`config.mk`:
```
export PLATFORM = sky130hd
export DESIGN_NAME = sysbus_arbiter
export DESIGN_NICKNAME = d
export VERILOG_FILES = /design/src/rtl/sysbus_arbiter.sv
export SDC_FILE = /design/constraint.sdc
export NUM_CORES = 2
export LEC_CHECK = 0
export CORE_AREA = 2 2 734 736
export CTS_CLUSTER_DIAMETER = 60
export CTS_CLUSTER_SIZE = 20
export DETAILED_ROUTE_END_ITERATION = 10
export DIE_AREA = 0 0 736 738
export PLACE_DENSITY = 0.38
export REMOVE_ABC_BUFFERS = 1
export SYNTH_ARGS = -nofsm -noshare
export SYNTH_HDL_FRONTEND = slang
export SYNTH_SLANG_ARGS = --single-unit
```
`constraint.sdc`:
```
create_clock -name clk -period 3.7 [get_ports clk]
set_input_delay 0.925 -clock clk [delete_from_list [all_inputs] [get_ports clk]]
set_output_delay 0.925 -clock clk [all_outputs]
set_load 0.05 [all_outputs]
```
`src/rtl/sysbus_arbiter.sv`:
```
// sysbus_arbiter: shares the single Sysbus master port between the instruction
// line-fill path and the data path (line reads and 512-bit write-backs).
// Requests are granted round-robin, one transaction at a time. Read response
// beats are assembled into a full line, and bus snoops are turned into
// invalidate pulses for the data side.
module sysbus_arbiter #(
    parameter int BUS_DATA_WIDTH = 64,
    parameter int BUS_TAG_WIDTH  = 13,
    parameter int LINE_BEATS     = 8
) (
    input  logic                                 clk,
    input  logic                                 reset,

    input  logic                                 i_req_valid,
    input  logic [BUS_DATA_WIDTH-1:0]            i_req_addr,
    output logic                                 i_req_ready,
    output logic                                 i_resp_valid,
    output logic [BUS_DATA_WIDTH*LINE_BEATS-1:0] i_resp_data,

    input  logic                                 d_req_valid,
    input  logic                                 d_req_write,
    input  logic [BUS_DATA_WIDTH-1:0]            d_req_addr,
    input  logic [BUS_DATA_WIDTH*LINE_BEATS-1:0] d_req_wdata,
    output logic                                 d_req_ready,
    output logic                                 d_resp_valid,
    output logic [BUS_DATA_WIDTH*LINE_BEATS-1:0] d_resp_data,

    output logic                                 inv_valid,
    output logic [BUS_DATA_WIDTH-1:0]            inv_addr,

    output logic                                 bus_reqcyc,
    output logic [BUS_DATA_WIDTH-1:0]            bus_req,
    output logic [BUS_TAG_WIDTH-1:0]             bus_reqtag,
    input  logic                                 bus_reqack,
    input  logic                                 bus_respcyc,
    input  logic [BUS_DATA_WIDTH-1:0]            bus_resp,
    input  logic [BUS_TAG_WIDTH-1:0]             bus_resptag,
    output logic                                 bus_respack
);

    localparam int LINE_W = BUS_DATA_WIDTH * LINE_BEATS;
    localparam int BEAT_W = $clog2(LINE_BEATS);
    localparam logic [BEAT_W-1:0] LAST_BEAT = BEAT_W'(LINE_BEATS - 1);

    // Line-aligned address mask: clears the byte offset within a line.
    localparam logic [BUS_DATA_WIDTH-1:0] LINE_MASK =
        ~BUS_DATA_WIDTH'(LINE_W / 8 - 1);

    // Tag the bus uses for invalidation snoops.
    localparam logic [BUS_TAG_WIDTH-1:0] SNOOP_TAG = BUS_TAG_WIDTH'(13'h0800);

    // Requester identifiers, also used as the low tag bit.
    localparam logic ID_INSTR = 1'b0;
    localparam logic ID_DATA  = 1'b1;

    localparam logic [2:0] S_IDLE    = 3'd0;
    localparam logic [2:0] S_ADDR    = 3'd1;
    localparam logic [2:0] S_WR_DATA = 3'd2;
    localparam logic [2:0] S_RD_WAIT = 3'd3;
    localparam logic [2:0] S_DONE    = 3'd4;

    logic [2:0]                state_q,     state_d;
    logic [BEAT_W-1:0]         beat_q,      beat_d;
    logic [LINE_W-1:0]         line_q,      line_d;
    logic [BUS_DATA_WIDTH-1:0] addr_q,      addr_d;
    logic                      write_q,     write_d;
    logic [LINE_W-1:0]         wdata_q,     wdata_d;
    logic                      owner_q,     owner_d;
    logic                      lastGrant_q, lastGrant_d;
    logic                      invValid_q;
    logic [BUS_DATA_WIDTH-1:0] invAddr_q;

    logic                      grantInstr;
    logic                      grantData;
    logic                      snoopHit;
    logic                      beatHit;
    logic                      doneOut;
    logic [BUS_TAG_WIDTH-1:0]  ownTag;
    logic [BUS_TAG_WIDTH-1:0]  readTag;

    // Request tag: bit 12 set for reads, requester id in bit 0.
    assign ownTag   = BUS_TAG_WIDTH'({~write_q, 4'b0001, 7'b0, owner_q});
    assign readTag  = BUS_TAG_WIDTH'({1'b1,     4'b0001, 7'b0, owner_q});
    assign snoopHit = bus_respcyc && (bus_resptag == SNOOP_TAG);
    assign beatHit  = bus_respcyc && (bus_resptag == readTag);
    assign doneOut  = !reset && (state_q == S_DONE);

    // Next-state logic: arbitration, address phase, write beats, read assembly.
    always_comb begin
        state_d     = state_q;
        beat_d      = beat_q;
        line_d      = line_q;
        addr_d      = addr_q;
        write_d     = write_q;
        wdata_d     = wdata_q;
        owner_d     = owner_q;
        lastGrant_d = lastGrant_q;
        grantInstr  = 1'b0;
        grantData   = 1'b0;

        case (state_q)
            S_IDLE: begin
                if (!reset) begin
                    if (i_req_valid && (!d_req_valid || lastGrant_q == ID_DATA)) begin
                        grantInstr = 1'b1;
                    end else if (d_req_valid) begin
                        grantData = 1'b1;
                    end
                end
                if (grantInstr) begin
                    owner_d     = ID_INSTR;
                    addr_d      = i_req_addr;
                    write_d     = 1'b0;
                    wdata_d     = '0;
                    lastGrant_d = ID_INSTR;
                    line_d      = '0;
                    beat_d      = '0;
                    state_d     = S_ADDR;
                end else if (grantData) begin
                    owner_d     = ID_DATA;
                    addr_d      = d_req_addr;
                    write_d     = d_req_write;
                    wdata_d     = d_req_wdata;
                    lastGrant_d = ID_DATA;
                    line_d      = '0;
                    beat_d      = '0;
                    state_d     = S_ADDR;
                end
            end
            S_ADDR: begin
                if (bus_reqack) begin
                    beat_d  = '0;
                    state_d = write_q ? S_WR_DATA : S_RD_WAIT;
                end
            end
            S_WR_DATA: begin
                beat_d = beat_q + 1'b1;
                if (beat_q == LAST_BEAT) begin
                    beat_d  = '0;
                    state_d = S_DONE;
                end
            end
            S_RD_WAIT: begin
                if (beatHit) begin
                    line_d[beat_q*BUS_DATA_WIDTH +: BUS_DATA_WIDTH] = bus_resp;
                    beat_d = beat_q + 1'b1;
                    if (beat_q == LAST_BEAT) begin
                        beat_d  = '0;
                        state_d = S_DONE;
                    end
                end
            end
            S_DONE: begin
                beat_d  = '0;
                state_d = S_IDLE;
            end
            default: begin
                beat_d  = '0;
                state_d = S_IDLE;
            end
        endcase
    end

    // Transaction state registers; reset discards any partially built line.
    always_ff @(posedge clk) begin
        if (reset) begin
            state_q     <= S_IDLE;
            beat_q      <= '0;
            line_q      <= '0;
            addr_q      <= '0;
            write_q     <= 1'b0;
            wdata_q     <= '0;
            owner_q     <= ID_INSTR;
            lastGrant_q <= ID_DATA;
        end else begin
            state_q     <= state_d;
            beat_q      <= beat_d;
            line_q      <= line_d;
            addr_q      <= addr_d;
            write_q     <= write_d;
            wdata_q     <= wdata_d;
            owner_q     <= owner_d;
            lastGrant_q <= lastGrant_d;
        end
    end

    // Snoop capture: one-cycle invalidate pulse after each snoop beat.
    always_ff @(posedge clk) begin
        if (reset) begin
            invValid_q <= 1'b0;
            invAddr_q  <= '0;
        end else begin
            invValid_q <= snoopHit;
            invAddr_q  <= snoopHit ? bus_resp : '0;
        end
    end

    // Bus request drive: address beat in ADDR, write-back beats in WR_DATA.
    always_comb begin
        bus_reqcyc = 1'b0;
        bus_req    = '0;
        bus_reqtag = '0;
        if (!reset) begin
            if (state_q == S_ADDR) begin
                bus_reqcyc = 1'b1;
                bus_req    = write_q ? addr_q : (addr_q & LINE_MASK);
                bus_reqtag = ownTag;
            end else if (state_q == S_WR_DATA) begin
                bus_reqcyc = 1'b1;
                bus_req    = wdata_q[beat_q*BUS_DATA_WIDTH +: BUS_DATA_WIDTH];
                bus_reqtag = ownTag;
            end
        end
    end

    assign bus_respack  = bus_respcyc && !reset;

    assign i_req_ready  = grantInstr;
    assign d_req_ready  = grantData;

    assign i_resp_valid = doneOut && (owner_q == ID_INSTR);
    assign d_resp_valid = doneOut && (owner_q == ID_DATA);
    assign i_resp_data  = i_resp_valid ? line_q : '0;
    assign d_resp_data  = (d_resp_valid && !write_q) ? line_q : '0;

    assign inv_valid    = invValid_q && !reset;
    assign inv_addr     = reset ? '0 : invAddr_q;

endmodule

```
==> impl_metrics.prom <==
# TYPE chip_impl_metric gauge
chip_impl_metric{name="die_x",unit="µm"} 736
chip_impl_info{name="r2r-start",value="beat_q[2]$_SDFFE_PP0P_"} 1
chip_impl_metric{name="synthCells",unit=""} 5909
chip_impl_metric{name="first_global_vias",unit=""} 53600
chip_impl_info{name="timing.hold.worst.class",value="reg -> reg"} 1
chip_impl_info{name="critical_path.slowest_cell",value="sky130_fd_sc_hd__mux4_2"} 1
chip_impl_info{name="status",value="finished, violations left"} 1
chip_impl_metric{name="post_synth_instance_area",unit="mm²"} 0.0516
chip_impl_metric{name="route.final.wire_length",unit="µm"} 459000
chip_impl_info{name="hold_path.startpoint",value="line_q[233]$_SDFFE_PP0P_"} 1
chip_impl_metric{name="layout.cells.non_filler",unit=""} 15100
chip_impl_metric{name="number_of_enable_flip_flop_cells_after_synthesis",unit=""} 0
chip_impl_info{name="critPathLaunchType",value="flop"} 1
chip_impl_metric{name="buffer_ports.inserted",unit=""} 1885
chip_impl_metric{name="io-pin-count",unit=""} 1896
chip_impl_metric{name="global_route.overflow_total",unit=""} 0
chip_impl_metric{name="final_worst_path_period_share",unit="%"} 107
chip_impl_metric{name="drt_iter0_markers",unit=""} 3908
chip_impl_metric{name="finalCoreUtilization",unit="%"} 19.0
chip_impl_info{name="grt_setup_unrepaired",value="true"} 1
chip_impl_metric{name="final-seq-area",unit="mm²"} 0.0233
chip_impl_metric{name="clk_pin_slew_worst_paths",unit="ns"} 0.06
chip_impl_metric{name="detail_route.drc_violations",unit=""} 0
chip_impl_metric{name="synth-async-reset-ratio",unit="%"} 0
chip_impl_info{name="synthFlopType",value="sky130_fd_sc_hd__dfxtp_1"} 1
chip_impl_metric{name="detailedPlacementHpwl",unit="µm"} 362000
chip_impl_metric{name="routed-via-count",unit=""} 54700
chip_impl_info{name="critPathMostFrequentCell",value="sky130_fd_sc_hd__buf_16"} 1
chip_impl_metric{name="layout_min_cycle_time",unit="ns"} 3.96
chip_impl_info{name="crit_path_start",value="beat_q[0]$_SDFFE_PP0P_"} 1
chip_impl_metric{name="clock_latency",unit="ns"} 0.94
chip_impl_metric{name="power_switching",unit="mW"} 12.8
chip_impl_metric{name="area_of_combinational_cells_with_multiple_inputs",unit="mm²"} 0.0262
chip_impl_metric{name="buffering_stage_count_on_the_worst_path_with_inverters_included",unit=""} 6
chip_impl_metric{name="placedCellCount",unit=""} 14600
chip_impl_metric{name="fill_cells",unit=""} 58800
chip_impl_metric{name="gp_routability_congestion",unit=""} 0.829
chip_impl_metric{name="report.final.slew_viol_count",unit=""} 0
chip_impl_metric{name="clock-skew-final",unit="ns"} 0.0736
chip_impl_info{name="most_frequent_cells_in_the_layout",value="1208 x sky130_fd_sc_hd__buf_12, 1154 x sky130_fd_sc_hd__dfxtp_1, 804 x sky130_fd_sc_hd__and2_1"} 1
chip_impl_metric{name="ctsHtreeMaxLevel",unit=""} 4
chip_impl_metric{name="clockPowerShare",unit="%"} 48.8
chip_impl_metric{name="drive_above_1_share",unit="%"} 30.4
chip_impl_metric{name="hold_viol_final",unit=""} 0
chip_impl_metric{name="final_area",unit="mm²"} 0.102
chip_impl_metric{name="cp.required",unit="ns"} 2.77
chip_impl_metric{name="cts.sink_count",unit=""} 1162
chip_impl_metric{name="tightest_slew",unit="ns"} 1.12
chip_impl_metric{name="cts_max_path_buffers",unit=""} 4
chip_impl_metric{name="seqPwrFrac",unit="%"} 33.7
chip_impl_metric{name="timing.critical_path.arrival",unit="ns"} 3.03
chip_impl_metric{name="flow.area_growth_from_synthesis",unit="%"} 96.8
chip_impl_info{name="timing.critical_path.to_type",value="output port"} 1
chip_impl_metric{name="power.internal",unit="mW"} 27.0
chip_impl_metric{name="achievable-frequency",unit="MHz"} 253
chip_impl_metric{name="core-area",unit="mm²"} 0.535
chip_impl_info{name="tritoncts",value="built"} 1
chip_impl_metric{name="detail_route.first_pass.iterations",unit=""} 6
chip_impl_metric{name="die_h",unit="µm"} 738
chip_impl_info{name="timing_worst_setup_path_type",value="reg -> out"} 1
chip_impl_metric{name="grt_max_degree",unit=""} 135
chip_impl_metric{name="row_count",unit=""} 269
chip_impl_metric{name="crit_path_largest_cell_delay",unit="ns"} 0.51
chip_impl_metric{name="place_area",unit="mm²"} 0.0919
chip_impl_info{name="crit_path_cell_trace",value="buf_16 -> buf_12 -> buf_16 -> buf_12 -> buf_16 -> mux4_2 -> nand2_1 -> nand2_1 -> a32oi_1 -> nor2_1 -> buf_6"} 1
chip_impl_metric{name="pwr_density_cell",unit="mW/mm²"} 393
chip_impl_info{name="root_buffer",value="sky130_fd_sc_hd__clkbuf_16"} 1
chip_impl_metric{name="maxSlewHeadroom",unit="%"} 25.4
chip_impl_metric{name="start_util",unit="%"} 9.64
chip_impl_metric{name="vias_per_cell",unit=""} 3.62
chip_impl_metric{name="grt_use_total",unit="%"} 16.1
chip_impl_info{name="timing.critical_path.max_delay_family",value="buffers and inverters"} 1
chip_impl_metric{name="relative_contribution_of_combinational_cells_to_total_power",unit="%"} 17.5
chip_impl_metric{name="hold_buffers",unit=""} 0
chip_impl_metric{name="synth_warnings",unit=""} 0
chip_impl_info{name="layout_commonest_cell",value="sky130_fd_sc_hd__buf_12"} 1
chip_impl_metric{name="worst-path-max-fanout",unit=""} 7
chip_impl_metric{name="grt_pass1_wl",unit="µm"} 580000
chip_impl_metric{name="fin_ws",unit="ns"} -0.257
chip_impl_metric{name="max_cap_violations",unit=""} 0
chip_impl_metric{name="routedWlPerCell",unit="µm"} 30.4
chip_impl_metric{name="tritoncts_buffer_count",unit=""} 189
chip_impl_metric{name="setup-violations-final",unit=""} 557
chip_impl_metric{name="number_of_distinct_library_cell_variants_in_the_gate_level_netlist_after_synthesis",unit=""} 56
chip_impl_metric{name="number_of_routed_nets_with_antenna_violations",unit=""} 0
chip_impl_metric{name="mean_area_per_synthesized_cell",unit="µm²"} 8.73
chip_impl_info{name="violations_in_the_final_reports",value="negative setup slack"} 1
chip_impl_metric{name="nNetsFinal",unit=""} 8586
chip_impl_metric{name="ys_seq_elements",unit=""} 1162
chip_impl_metric{name="synth_seq_area_share",unit="%"} 45.1
chip_impl_metric{name="initial_antenna_violation_count",unit=""} 227
chip_impl_metric{name="switching_share",unit="%"} 32.2
chip_impl_metric{name="worst_ir_drop_vdd",unit="mV"} 0.311
chip_impl_metric{name="die_area",unit="mm²"} 0.543
chip_impl_metric{name="leakagePower",unit="nW"} 36.1
through the flow:
step | hold WS, ns | power [mW] | TNS [ns] | setup slack, ns
3_3_place_gp | 0.463 | 20.4 | -156.43 | -0.589
6_report | 0.474 | 39.9 | -71.66 | -0.257
5_1_grt | 0.492 | 41.4 | -224.52 | -0.414
4_1_cts | 0.476 | 40.6 | -212.71 | -0.465
3_5_place_dp | 0.466 | 20.4 | -136.71 | -0.541
2_1_floorplan | 0.438 | 16.3 | - | -24.00
repair_timing:
action | 4_1_cts | 5_1_grt
pin swaps | 77 | 43
gates cloned | 26 | 5
setup endpoints to repair | 1093 | 1010
gates resized for setup | 276 | 175
setup buffers | 26 | 13
worst paths after layout:
path,endpoint,slack [ns],cells past startpoint
min reg2reg,line_q[233]$_SDFFE_PP0P_,0.47,2
min,line_q[233]$_SDFFE_PP0P_,0.47,2
max,bus_req[5],-0.26,11
max reg2reg,line_q[337]$_SDFFE_PP0P_,0.69,8
cell type report:
class / instances / area share [%]
Multi-Input combinational cell: 4011 / 25.8
Timing Repair Buffer: 2357 / 35.3
Clock buffer: 211 / 4.90
Tap cell: 7046 / 8.68
Antenna cell: 57 / 0.140
Clock inverter: 139 / 1.74
Sequential cell: 1162 / 22.9
Inverter: 136 / 0.513
power by group through the flow:
stage          clock network [mW]  logic [mW]  registers, mW
3_5_place_dp                    0        6.76           13.7
3_3_place_gp                    0        6.74           13.7
4_1_cts                      20.1        7.07           13.4
5_1_grt                      20.5        7.46           13.5
2_1_floorplan                   0        2.65           13.6
6_report                     19.5        6.98           13.4
worst reg2reg max path, cell delays in order, from the launching register on:
cell and delay, ns:
sky130_fd_sc_hd__dfxtp_4 0.59, sky130_fd_sc_hd__inv_6 0.25, sky130_fd_sc_hd__ha_1 0.35, sky130_fd_sc_hd__nor2_1 0.54
sky130_fd_sc_hd__nand4_1 0.39, sky130_fd_sc_hd__buf_12 0.30, sky130_fd_sc_hd__buf_4 0.30, sky130_fd_sc_hd__nand3_1 0.07
sky130_fd_sc_hd__o21ai_0 0.09
cell families (layout without fill, tap and decap cells):
kind of cell | after synthesis | count (layout) | synth area share [%]
flip-flops | 1162 | 1162 | 45.1
AND/OR/NAND/NOR | 2631 | 2631 | 25.6
AO/OA/AOI/OAI | 1171 | 1171 | 16.0
XOR/XNOR | 1 | 1 | 0.0170
other | 1 | 67 | 0.00727
adder cells (fa/ha/maj) | 5 | 5 | 0.121
multiplexers | 193 | 193 | 6.85
buffers and inverters | 745 | 2843 | 6.39
flip-flops by register name, summed over array words and instances (netlist names):
register and cells:
line_q 512, wdata_q 512, addr_q 64, invAddr_q 64, beat_q 3, state_q 3, invValid_q 1, lastGrant_q 1
owner_q 1, write_q 1
synth_stat cells, drive strengths merged, types with 2 or more instances:
master | number | area, µm²
a211oi | 64 | 480
buf | 175 | 1160
nand3 | 321 | 1620
o32ai | 128 | 1120
and4 | 5 | 43.8
and3 | 5 | 31.3
nand2b | 3 | 18.8
o21ai | 132 | 661
nand4 | 5 | 37.5
mux4 | 128 | 2880
clkbuf | 434 | 1630
o2bb2ai | 63 | 552
nor2b | 70 | 438
nor3b | 2 | 15.0
or3 | 2 | 12.5
mux2i | 64 | 641
inv | 136 | 510
ha | 5 | 62.6
nor3 | 132 | 661
nor4 | 3 | 18.8
nor2 | 654 | 2450
a32oi | 6 | 52.6
dfxtp | 1162 | 23300
a22oi | 571 | 4290
nand3b | 2 | 15.0
nand2 | 452 | 1700
o22a | 2 | 20.0
and2 | 967 | 6050
nand4b | 2 | 17.5
a21oi | 195 | 976
routing by layer:
metal  track usage (%)  vias up  part of all wire, %
met3              4.45      603                  7.3
met2              28.2     2310                   49
met4              4.36       98                  3.1
met1              19.1    27200                   40
li1                  -    24500                    -
met5                 0        -                 0.14
(Power assumes the default switching activity.)
